===== src/rtl/gpu_l1_prt.sv =====
`default_nettype none
// ============================================================================
// Module   : gpu_l1_prt
// Purpose  : Pending-request table placed behind the L1 tag lookup. Tracks
//            outstanding line misses, merges duplicate misses, issues one
//            memory request per unique line, captures the fill response and
//            hands the filled line back to the L1 for install.
// Ports    : clk, rst_n            - clock, async active-low reset
//            miss_*                - miss input from L1 (valid/ready)
//            mem_req_*             - request to L2/memory (valid/ready)
//            mem_resp_*            - fill response from memory (valid/ready)
//            fill_*                - filled line back to L1 (valid/ready)
//            count, full           - occupancy (registered)
//            resp_err              - sticky: response for non-ISSUED entry
// Revision : 1.0 - initial release
// ============================================================================
module gpu_l1_prt #(
    parameter int ADDR_W  = 13,
    parameter int DATA_W  = 256,
    parameter int ENTRIES = 6,
    parameter int IDX_W   = 3
) (
    input  logic              clk,
    input  logic              rst_n,
    input  logic              miss_valid,
    input  logic [ADDR_W-1:0] miss_addr,
    output logic              miss_ready,
    output logic              mem_req_valid,
    output logic [ADDR_W-1:0] mem_req_addr,
    output logic [IDX_W-1:0]  mem_req_id,
    input  logic              mem_req_ready,
    input  logic              mem_resp_valid,
    input  logic [IDX_W-1:0]  mem_resp_id,
    input  logic [DATA_W-1:0] mem_resp_data,
    output logic              mem_resp_ready,
    output logic              fill_valid,
    output logic [ADDR_W-1:0] fill_addr,
    output logic [DATA_W-1:0] fill_data,
    input  logic              fill_ready,
    output logic [IDX_W:0]    count,
    output logic              full,
    output logic              resp_err
);

    typedef enum logic [1:0] {
        ST_FREE    = 2'd0,
        ST_PENDING = 2'd1,
        ST_ISSUED  = 2'd2,
        ST_FILLING = 2'd3
    } entry_state_t;

    localparam logic [IDX_W:0] c_entries = (IDX_W+1)'(ENTRIES);

    entry_state_t      r_state [ENTRIES];
    logic [ADDR_W-1:0] r_addr  [ENTRIES];

    logic              r_req_hold;
    logic [IDX_W-1:0]  r_req_held_idx;
    logic              r_fill_valid;
    logic [ADDR_W-1:0] r_fill_addr;
    logic [DATA_W-1:0] r_fill_data;
    logic [IDX_W-1:0]  r_fill_idx;
    logic [IDX_W:0]    r_count;
    logic              r_full;
    logic              r_resp_err;

    logic              w_match;
    logic              w_any_free;
    logic [IDX_W-1:0]  w_free_idx;
    logic              w_any_pend;
    logic [IDX_W-1:0]  w_pend_idx;
    logic [IDX_W-1:0]  w_req_idx;
    logic [ADDR_W-1:0] w_req_addr;
    logic              w_resp_hit;
    logic [ADDR_W-1:0] w_resp_addr;
    logic              w_alloc;
    logic              w_issue;
    logic              w_resp_accept;
    logic              w_resp_take;
    logic              w_fill_hs;
    logic [IDX_W:0]    w_count_nxt;

    // Scan from the top down so the last hit is the lowest index.
    always_comb begin
        w_match     = 1'b0;
        w_any_free  = 1'b0;
        w_free_idx  = '0;
        w_any_pend  = 1'b0;
        w_pend_idx  = '0;
        w_resp_hit  = 1'b0;
        w_resp_addr = '0;
        for (int i = ENTRIES - 1; i >= 0; i--) begin
            if ((r_state[i] == ST_PENDING || r_state[i] == ST_ISSUED) &&
                r_addr[i] == miss_addr)
                w_match = 1'b1;
            if (r_state[i] == ST_FREE) begin
                w_any_free = 1'b1;
                w_free_idx = IDX_W'(i);
            end
            if (r_state[i] == ST_PENDING) begin
                w_any_pend = 1'b1;
                w_pend_idx = IDX_W'(i);
            end
            if (mem_resp_id == IDX_W'(i)) begin
                w_resp_hit  = (r_state[i] == ST_ISSUED);
                w_resp_addr = r_addr[i];
            end
        end
    end

    // A stalled request keeps its entry even if a lower-index entry becomes
    // PENDING meanwhile; the held entry stays PENDING until it is issued.
    assign w_req_idx = r_req_hold ? r_req_held_idx : w_pend_idx;

    always_comb begin
        w_req_addr = '0;
        for (int i = 0; i < ENTRIES; i++) begin
            if (w_req_idx == IDX_W'(i))
                w_req_addr = r_addr[i];
        end
    end

    assign miss_ready     = w_match | w_any_free;
    assign mem_req_valid  = w_any_pend;
    assign mem_req_addr   = w_req_addr;
    assign mem_req_id     = w_req_idx;
    assign w_fill_hs      = r_fill_valid & fill_ready;
    assign mem_resp_ready = ~r_fill_valid | w_fill_hs;

    assign w_alloc        = miss_valid & miss_ready & ~w_match;
    assign w_issue        = mem_req_valid & mem_req_ready;
    assign w_resp_accept  = mem_resp_valid & mem_resp_ready;
    assign w_resp_take    = w_resp_accept & w_resp_hit;
    assign w_count_nxt    = r_count + (IDX_W+1)'(w_alloc) - (IDX_W+1)'(w_fill_hs);

    always_ff @(posedge clk or negedge rst_n) begin
        if (!rst_n) begin
            for (int i = 0; i < ENTRIES; i++) begin
                r_state[i] <= ST_FREE;
                r_addr[i]  <= '0;
            end
            r_req_hold     <= 1'b0;
            r_req_held_idx <= '0;
            r_fill_valid   <= 1'b0;
            r_fill_addr    <= '0;
            r_fill_data    <= '0;
            r_fill_idx     <= '0;
            r_count        <= '0;
            r_full         <= 1'b0;
            r_resp_err     <= 1'b0;
        end else begin
            // Each event targets a distinct entry, so the updates never collide.
            for (int i = 0; i < ENTRIES; i++) begin
                if (w_alloc && w_free_idx == IDX_W'(i)) begin
                    r_state[i] <= ST_PENDING;
                    r_addr[i]  <= miss_addr;
                end
                if (w_issue && w_req_idx == IDX_W'(i))
                    r_state[i] <= ST_ISSUED;
                if (w_resp_take && mem_resp_id == IDX_W'(i))
                    r_state[i] <= ST_FILLING;
                if (w_fill_hs && r_fill_idx == IDX_W'(i))
                    r_state[i] <= ST_FREE;
            end

            r_req_hold     <= mem_req_valid & ~mem_req_ready;
            r_req_held_idx <= w_req_idx;

            if (w_resp_take) begin
                r_fill_valid <= 1'b1;
                r_fill_addr  <= w_resp_addr;
                r_fill_data  <= mem_resp_data;
                r_fill_idx   <= mem_resp_id;
            end else if (w_fill_hs) begin
                r_fill_valid <= 1'b0;
            end

            if (w_resp_accept && !w_resp_hit)
                r_resp_err <= 1'b1;

            r_count <= w_count_nxt;
            r_full  <= (w_count_nxt == c_entries);
        end
    end

    assign fill_valid = r_fill_valid;
    assign fill_addr  = r_fill_addr;
    assign fill_data  = r_fill_data;
    assign count      = r_count;
    assign full       = r_full;
    assign resp_err   = r_resp_err;

endmodule
`default_nettype wire


===== config.mk =====
export PLATFORM = sky130hd
export DESIGN_NAME = gpu_l1_prt
export DESIGN_NICKNAME = d
export VERILOG_FILES = /design/src/rtl/gpu_l1_prt.sv
export SDC_FILE = /design/constraint.sdc
export NUM_CORES = 1
export LEC_CHECK = 0
export CAP_MARGIN = 30
export CELL_PAD_IN_SITES_DETAIL_PLACEMENT = 1
export CELL_PAD_IN_SITES_GLOBAL_PLACEMENT = 2
export CORE_MARGIN = 2
export CORE_UTILIZATION = 30
export CTS_CLUSTER_DIAMETER = 40
export DETAILED_ROUTE_END_ITERATION = 7
export PLACE_DENSITY_LB_ADDON = 0.1
export SLEW_MARGIN = 15
export SYNTH_ARGS = -nofsm -noshare
export SYNTH_HDL_FRONTEND = slang
export SYNTH_SLANG_ARGS = --single-unit

===== constraint.sdc =====
create_clock -name clk -period 4.06 [get_ports clk]
set_input_delay 0.812 -clock clk [delete_from_list [all_inputs] [get_ports clk]]
set_output_delay 0.812 -clock clk [all_outputs]
set_load 0.005 [all_outputs]

======== After elaboration in Yosys (flattened, before gate mapping) ========
Index checks and enable logic that the tools add are counted.
word-level totals
  flip-flop bits (word level) ............. 373
cells by class
  bitwise gates (word level) .............. 12
  eq/ne operators ......................... 39
  mux-type cells .......................... 75
  reductions and logical operators ........ 55
  $add $sub $neg .......................... 2
operator list
  cell                                                                    number
  13-bit 2-to-1 mux                                                       12
  13-bit equality test                                                    6
  2-bit 2-to-1 mux                                                        24
  3-bit 2-to-1 mux                                                        13
  1-bit logical AND                                                       31
  1-bit 2-to-1 mux                                                        26
  3-bit by 2-bit equality test with 1-bit output (second input constant)  8
  3-bit equality test (second input constant)                             8
  4-bit nonzero test                                                      6
  2-bit by 1-bit equality test with 1-bit output (second input constant)  6
  2-bit equality test (second input constant)                             6
  3-bit by 1-bit equality test with 1-bit output (second input constant)  4
  2-bit zero test                                                         6
  3-bit zero test                                                         4
  1-bit AND                                                               7
  1-bit logical OR                                                        6
  4-bit by 1-bit adder with 4-bit output                                  1
  4-bit by 3-bit equality test with 1-bit output (second input constant)  1
  4-bit by 1-bit subtractor with 4-bit output                             1
  1-bit NOT                                                               3
  1-bit bitwise OR                                                        2
  2-bit nonzero test                                                      1
  1-bit zero test                                                         1

======== Logic depth before layout (Yosys ltp) ========
Gate-level depths: netlist (run 1).
  depth in word-level cells ............... 17
  gate-level depth with buffers ........... 14
  depth with buffers taken out ............ 14

======== Worst setup path after synthesis (run 1) ========
Ideal clock, no wire load.
  path type ............................... input-to-reg
  start point ............................. input port miss_addr[9]
  end point ............................... register r_full, in the netlist full
  buffers on the path ..................... 1
  library setup time ...................... 0.105 ns
  stages on the path ...................... 14
  arrival ................................. 3.278 ns
  slack ................................... 0.676 ns
  cell sequence ........................... buf_4 -> xnor2_1 -> nand4_1 -> nor4_1 -> nor4_4 -> and2_1 -> nand3_1 -> ha_1 -> inv_1 -> ha_1 -> inv_1 -> fa_1 -> xnor2_1 -> nor4b_1
on the way
  cells in the longest elaborated chain, start to end .. 14
  elaborated cells between the ends (all ways) .. 25
  those cells by class .................... add/sub (2); eq/ne (7); mux (6); bitwise (4); reduce/logical (6)
RTL lines
  item                                              RTL line  RTL
  start, declared                                   26        input logic [ADDR_W-1:0] miss_addr,
  13-bit equality test                              94        r_addr[i] == miss_addr)
  1-bit logical AND                                 93        if ((r_state[i] == ST_PENDING || r_state[i] == ST_ISSUED) &&
  1-bit 2-to-1 mux (5 in a row)                     93
  1-bit 2-to-1 mux *                                93
  1-bit bitwise OR                                  123       assign miss_ready = w_match | w_any_free;
  1-bit AND                                         130       assign w_alloc = miss_valid & miss_ready & ~w_match;
  1-bit AND *                                       130
  4-bit by 1-bit adder with 4-bit output *          134       assign w_count_nxt = r_count + (IDX_W+1)'(w_alloc) - (IDX_W+1)'(w_fill_hs);
  4-bit by 1-bit subtractor with 4-bit output *     134
  named net w_count_nxt[2]                          81        logic [IDX_W:0] w_count_nxt;
  4-bit by 3-bit equality test with 1-bit output *  182       r_full <= (w_count_nxt == c_entries);
  end signal, assigned                              182
  end, declared                                     64        logic r_full;
The timed path passes the listed nets; every way through them passes the cells marked *.
A chain may end at the register's enable or synchronous reset.

======== Final worst setup path (run 1) ========
  start point ............................. input port miss_addr[0]
  end point ............................... output port miss_ready
on the way
  cells in the longest elaborated chain, start to end .. 9
  elaborated cells between the ends (all ways) .. 19
  those cells by class .................... eq/ne (6); mux (6); bitwise (1); reduce/logical (6)
RTL lines
  item                           RTL line  RTL
  13-bit equality test           94
  1-bit logical AND              93
  1-bit 2-to-1 mux (5 in a row)  93
  1-bit 2-to-1 mux *             93
  1-bit bitwise OR *             123
  end, declared                  27        output logic miss_ready,
Mark *: on every way between the ends. The rest lies on a longest branch, timed or not.

==> impl_metrics.tcl, run 1 <==
set metrics [dict create \
    via_per_inst 4.76 \
    stdcell_count 2686 \
    ys.flop_type "dfrtp_1" \
    clock.fmax_ghz 0.253 \
    async_flop_share_pct 100 \
    reg2reg_depth 15 \
    vdd_drop_max_mv 0.426 \
    gp_congestion 0.855 \
    start_util_pct 30.3 \
    period_share_pct 97.5 \
    remaining_drc_errors 0 \
    reg2reg_from "r_state[7]" \
    postSynthAreaPerCell_sq_um 13.9 \
    grt_usage_pct 24.5 \
    cp_cell_sequence "clkdlybuf4s50_1 -> buf_12 -> xnor2_1 -> nand4_1 -> nor4_1 -> a41oi_2 -> and2_1 -> nand3_1 -> clkdlybuf4s50_1" \
    seq_area_sq_mm 0.00933 \
    grt_pass1_vias 14400 \
    grt_pass1_wl_um 101000 \
    clkTransAtPathRegs_ns 0.05 \
    cts.sinks 373 \
    worst_pin_slew_ns 0.954 \
    fin_util_pct 48.7 \
    synth_top_family_by_area "multiplexers" \
    chipHeight_um 240 \
    endpoint "miss_ready" \
    synth_cells 1202 \
    hold_path.class "in2async" \
    cts-root-buf "clkbuf_16" \
    first_pass_iters 4 \
    detail-route-antenna-nets 0 \
    p_leak_nw 11.3 \
    hold_violations 0 \
    ys_types 51 \
    pin_count 573 \
    drt_iter0_drc 370 \
    fp-row-count 86 \
    cts.path.max_buffers 3 \
    nets 2175 \
    worst_ep_required_time_ns 3.25 \
    r2r_slack_ns 0.81 \
    startpoint "miss_addr[0]" \
    multiInputGateArea_sq_mm 0.00706 \
    status "completed" \
    wl_um 70700 \
    cts_htree_levels 3 \
    fp.coreArea_sq_mm 0.0551 \
    setup_viol 0 \
    overflow 0 \
    cts_buffers 77 \
    route.met3.wl_um 4710 \
    io_buffers 572 \
    synth-edff-count 0 \
    dp.cells 2531 \
    synth_compound_area_share_pct 3.41 \
    dr_wl_met2_um 37200 \
    setup_slack_ns 0.102 \
    cts_tree "done" \
    die_w_um 240 \
    yosys-top-cells-area "dfrtp_1 56%, mux2_2 24%, xnor2_1 4.0%" \
    drive_gt1_share_pct 31.1 \
    final_common_cell "clkdlybuf4s50_1" \
    yosys.area_share.simple_pct 4.12 \
    synth_fp_nets 1503 \
    yosysTopAreaCell "dfrtp_1" \
    critPathMostFrequentCell "clkdlybuf4s50_1" \
    power.total_mw 23.6 \
    clock_latency_ns 0.61 \
    final_cell_mix "560 x clkdlybuf4s50_1, 373 x dfrtp_1, 349 x mux2_2" \
    end_kind "output pin" \
    cap_violations 0 \
    antenna_found_initial 14 \
    slew_viol_final 0 \
    area_growth_pct 60.6 \
    cp_max_fo 12 \
    synth_seq_cells 373 \
    grt_setup_unrepaired "false" \
    highest_layer "met5" \
    num_vias 12800 \
    syn_area_sq_mm 0.0167 \
    timing.rr.end "full" \
    hpwlAfterDp_um 54900 \
    fin_area_sq_mm 0.0268 \
    crit_arrival_ns 3.15 \
    m1WireLength_um 26700 \
    fin_setup_tns_ns 0 \
    placed_cell_area_sq_mm 0.0239 \
    synth_fa_ha_area_share_pct 1.77 \
    slew_headroom_pct 36.4 \
    yosys_warnings 0 \
    cp_slowest_cell "clkdlybuf4s50_1" \
    grt_max_degree 105 \
    fin_hold_ws_ns 0.254 \
    avgRoutedWirePerCell_um 26.3 \
    ys_seq_area_share_pct 55.8 \
    muxShareOfSynthArea_pct 27.8 \
    startpoint_type "primary input" \
    dieArea_sq_mm 0.0576 \
    synth-xor-area-share_pct 4.24 \
    synth_top_area_share_pct 55.8 \
    crit_type "in2out" \
    fin_skew_ns 0.0331 \
    fin_crit_ns 3.96 \
    p_per_area_mw_per_mm2 879 \
    crit_path_max_incr_delay_ns 0.52 \
    num-fill-cells 5640 \
    dp_slack_ns -0.179 \
]
-- worst min path at each step --
stage / cells after the start / slack (ns) / endpoint / startpoint
6_report: 1 / 0.25 / fill_data[14] / rst_n
5_1_grt: 1 / 0.31 / fill_data[25] / rst_n
4_1_cts: 1 / 0.31 / fill_data[14] / rst_n
3_5_place_dp: 2 / 0.48 / fill_addr[12] / fill_addr[12]
3_3_place_gp: 1 / 0.47 / resp_err / resp_err
2_1_floorplan: 1 / 0.47 / resp_err / resp_err
-- cell type report --
class                           instances  area share (%)
Inverter                               25           0.350
Tap cell                              748            3.49
Timing Repair Buffer                  662            25.2
Sequential cell                       373            34.8
Clock inverter                         38            1.80
Clock buffer                          102            8.09
Antenna cell                            3          0.0280
Multi-Input combinational cell        735            26.3
-- layer usage --
metal | GRT usage [%] | vias up
li1 | - | 5660
met1 | 27.7 | 6572
met2 | 44.1 | 419
met3 | 7.55 | 125
met4 | 7.25 | 4
met5 | 0 | -
-- critical path, delay by kind of cell --
family / cells / cell delay (ns)
buffers and inverters: 3 / 1.18
and+or+nand+nor: 4 / 0.93
AOI/OAI and AO/OA: 1 / 0.07
xor gates and xnor gates: 1 / 0.14
-- registers in the layout, indices dropped and copies added, names as in the netlist --
signal	flops
r_state	12
full	1
r_addr	78
fill_addr	13
fill_data	256
r_req_held_idx	3
r_fill_idx	3
fill_valid	1
r_req_hold	1
resp_err	1
count	4
-- cell families after synthesis --
kind of cell,after synthesis
muxes,414
DFF,373
and+or+nand+nor,132
buffers and inverters,94
AOI/OAI and AO/OA,85
xor gates and xnor gates,81
adders and majority gates,23
-- power breakdown --
part / switching [mW] / internal, mW
logic: 4.02 / 6.01
clock network: 2.18 / 4.23
registers: 1.54 / 5.62
total: 7.74 / 15.9
-- timing repair --
| item | CTS | global route |
|---|---|---|
| setup buffers | 8 | 2 |
| cloned | 2 | 0 |
| setup endpoints to repair | 14 | 6 |
| gates resized for setup | 24 | 11 |
| pin swaps | 3 | 8 |
| hold buffers | 0 | 0 |
-- Yosys cell counts (2+ instances only) --
library cell	count
xor2_1	4
a211oi_1	6
o31ai_1	3
nand3_1	5
nor4_1	9
nor3_1	13
a221oi_1	7
o22ai_1	20
o21ai_0	15
nor2b_1	3
o2bb2ai_1	4
buf_1	3
buf_4	13
a31oi_1	3
nand2_1	35
o21bai_1	2
a21oi_1	14
a31o_2	2
nand2b_1	7
nand4_2	2
xnor2_1	77
clkbuf_1	12
mux2i_1	59
buf_2	39
nor2_1	28
mux4_2	6
ha_1	22
nand3_2	2
mux2_2	349
and2_1	2
buf_6	2
a21o_1	2
nand4_1	17
dfrtp_1	373
inv_1	24
or3_1	3
Note: power is estimated with default switching activity, not from simulation.
==> run 2, diff against run 1 <==
Settings changed: CTS_CLUSTER_SIZE from default to 28.
==> results of run 2 <==
Final layout, timing and power as in run 1 (identical DEF).
==> run 3, diff against run 2 <==
Settings changed: CELL_PAD_IN_SITES_DETAIL_PLACEMENT 1 to default, CELL_PAD_IN_SITES_GLOBAL_PLACEMENT 2 to default, CORE_AREA from default to 2 2 220 222, CORE_MARGIN 2 to default, CORE_UTILIZATION 30 to default, DIE_AREA from default to 0 0 222 224, PLACE_DENSITY_LB_ADDON 0.1 to default.
==> run 3 against run 2 <==
  * Cell area shrank 2.2%
  * Flip-flop and latch count is the same
  * Via count decreased by 2.3%
  * Largest power group unchanged
  * Non-clock buffer count shrank 22
  * Critical path type unchanged
  * Routed wire length decreased by 15%
  * Total power shrank 4.2%
  * Combinational power down 4%
  * Setup slack got worse by 0.010 ns
  * Sequential power is 0.8% lower
  * Global-route usage down 0.41 points
==> impl_metrics.tcl, run 3 (synthesis results as in run 1) <==
set metrics [dict create \
    antenna_found_initial 14 \
    largest_reg_flops 256 \
    cts_buffers 69 \
    end_kind "output pin" \
    setup_viol 0 \
    fp-row-count 80 \
    detail-route-antenna-nets 0 \
    p_sw_share_pct 32.1 \
    cp_slowest_cell "clkdlybuf4s50_1" \
    cts.path.max_buffers 3 \
    cts-root-buf "clkbuf_16" \
    crit_arrival_ns 3.16 \
    dieArea_sq_mm 0.0497 \
    p_per_area_mw_per_mm2 860 \
    status "completed" \
    worst_pin_slew_ns 0.871 \
    grt_pass1_wl_um 88900 \
    p_leak_nw 11.1 \
    period_share_pct 97.7 \
    slew_viol_final 0 \
    remaining_drc_errors 0 \
    hold_path.class "in2async" \
    cap_violations 0 \
    hold_violations 0 \
    hpwlAfterDp_um 44900 \
    pin_count 573 \
    fp.coreArea_sq_mm 0.0473 \
    io_buffers 572 \
    worst_ep_required_time_ns 3.25 \
    critPathMostFrequentCell "clkdlybuf4s50_1" \
    overflow 0 \
    gp_congestion 0.868 \
    wl_um 60300 \
    avgRoutedWirePerCell_um 23.9 \
    chipHeight_um 224 \
    final_cell_mix "558 x clkdlybuf4s50_1, 373 x dfrtp_1, 349 x mux2_2" \
    p_int_mw 15.3 \
    grt_setup_unrepaired "false" \
    fin_area_sq_mm 0.0263 \
    clock.fmax_ghz 0.252 \
    clkPwrFrac_pct 26.1 \
    clkTransAtPathRegs_ns 0.05 \
    combPwrFrac_pct 42.5 \
    slew_headroom_pct 41.9 \
    hold_buffers 0 \
    clock_latency_ns 0.59 \
    via_per_inst 4.95 \
    cp_cell_sequence "clkdlybuf4s50_1 -> buf_12 -> xnor2_1 -> nand4_1 -> nor4_2 -> buf_4 -> nor4_4 -> and2_1 -> nand3_1 -> clkdlybuf4s50_1" \
    p_seq_share_pct 31.4 \
    grt_pass1_vias 13400 \
    fin_crit_ns 3.97 \
    power.total_mw 22.6 \
    grt_max_degree 103 \
    start_util_pct 35.3 \
    cts.sinks 373 \
    crit_path_max_incr_delay_ns 0.52 \
    fin_skew_ns 0.0168 \
    drt_iter0_drc 627 \
    path_buf_inv 4 \
    cp_max_fo 12 \
    die_w_um 222 \
    final_common_cell "clkdlybuf4s50_1" \
    startpoint_type "primary input" \
    num_vias 12500 \
    vdd_drop_max_mv 0.489 \
    crit_type "in2out" \
    cts_htree_levels 3 \
    grt_usage_pct 24.1 \
    p_sw_mw 7.25 \
    drive_gt1_share_pct 29.8 \
    nets 2145 \
    cts_tree "done" \
    area_growth_pct 57.1 \
    first_pass_iters 5 \
    critPathTopFamily "buffers and inverters" \
    r2r_slack_ns 0.92 \
    placed_cell_area_sq_mm 0.0237 \
]
run 3: cell count changes in the layout (fill, tap and decap cells not counted), moves of 5 or more:
cell / change
clkinv_2: -9
clkbuf_1: -5
clkbuf_16: -8
buf_4: -25
diode_2: +6
inv_6: +6
run 3: power by group through the flow:
stage | sequential, mW | combinational (mW) | clock, mW
finish | 7.10 | 9.60 | 5.90
global route | 7.33 | 10.3 | 6.20
CTS | 7.08 | 9.65 | 6.02
detailed placement | 7.09 | 9.49 | 0
global placement | 7.04 | 9.42 | 0
floorplan | 6.82 | 4.05 | 0
run 3: worst paths after layout:
kind                                  end  cells after the start           from
min reg2reg                      resp_err                      1       resp_err
min                          fill_addr[3]                      1          rst_n
max in group asynchronous  fill_data[168]                      2          rst_n
max                            miss_ready                     10  miss_addr[10]
max reg2reg                          full                     14     r_state[0]
min in group clk                 resp_err                      1       resp_err
run 3: cell type report:
type                    count  area, sq um
clock inverters            36          485
diodes                      9         22.5
fillers                  3972        21100
flip-flops and latches    373         9330
multi-input cells         735         7020
clock buffers              86         1900
repair buffers            640         6640
well taps                 615          769
inverters                  25         93.8
run 3: layer usage:
| metal | vias to the layer above | part of all wire, % | track usage, % | routed length [um] |
|---|---|---|---|---|
| li1 | 5608 | - | - | - |
| met1 | 6293 | 40 | 28.8 | 24000 |
| met2 | 474 | 50 | 40.4 | 30100 |
| met3 | 103 | 7.5 | 8.04 | 4500 |
| met4 | 2 | 2.7 | 8.81 | 1650 |
| met5 | - | 0.018 | 0 | 11 |
run 3: what timing repair did:
action,CTS,global route
buffers inserted,1,2
endpoints found under the setup margin,12,7
resized for setup,15,21
pin swaps,1,3
gates cloned,2,0
run 3: metrics by stage:
step                cells  setup TNS (ns)  utilization [%]  hold slack [ns]  setup WS, ns
floorplan            1202               0                -            0.468         0.676
global placement     2382         -0.0247             50.0            0.463       -0.0247
detailed placement   2382         -0.0673             50.0            0.467       -0.0673
CTS                  2507               0             55.2            0.293      0.000910
global route         2519               0             55.5            0.313      0.000142
finish               2519               0             55.5            0.271        0.0921
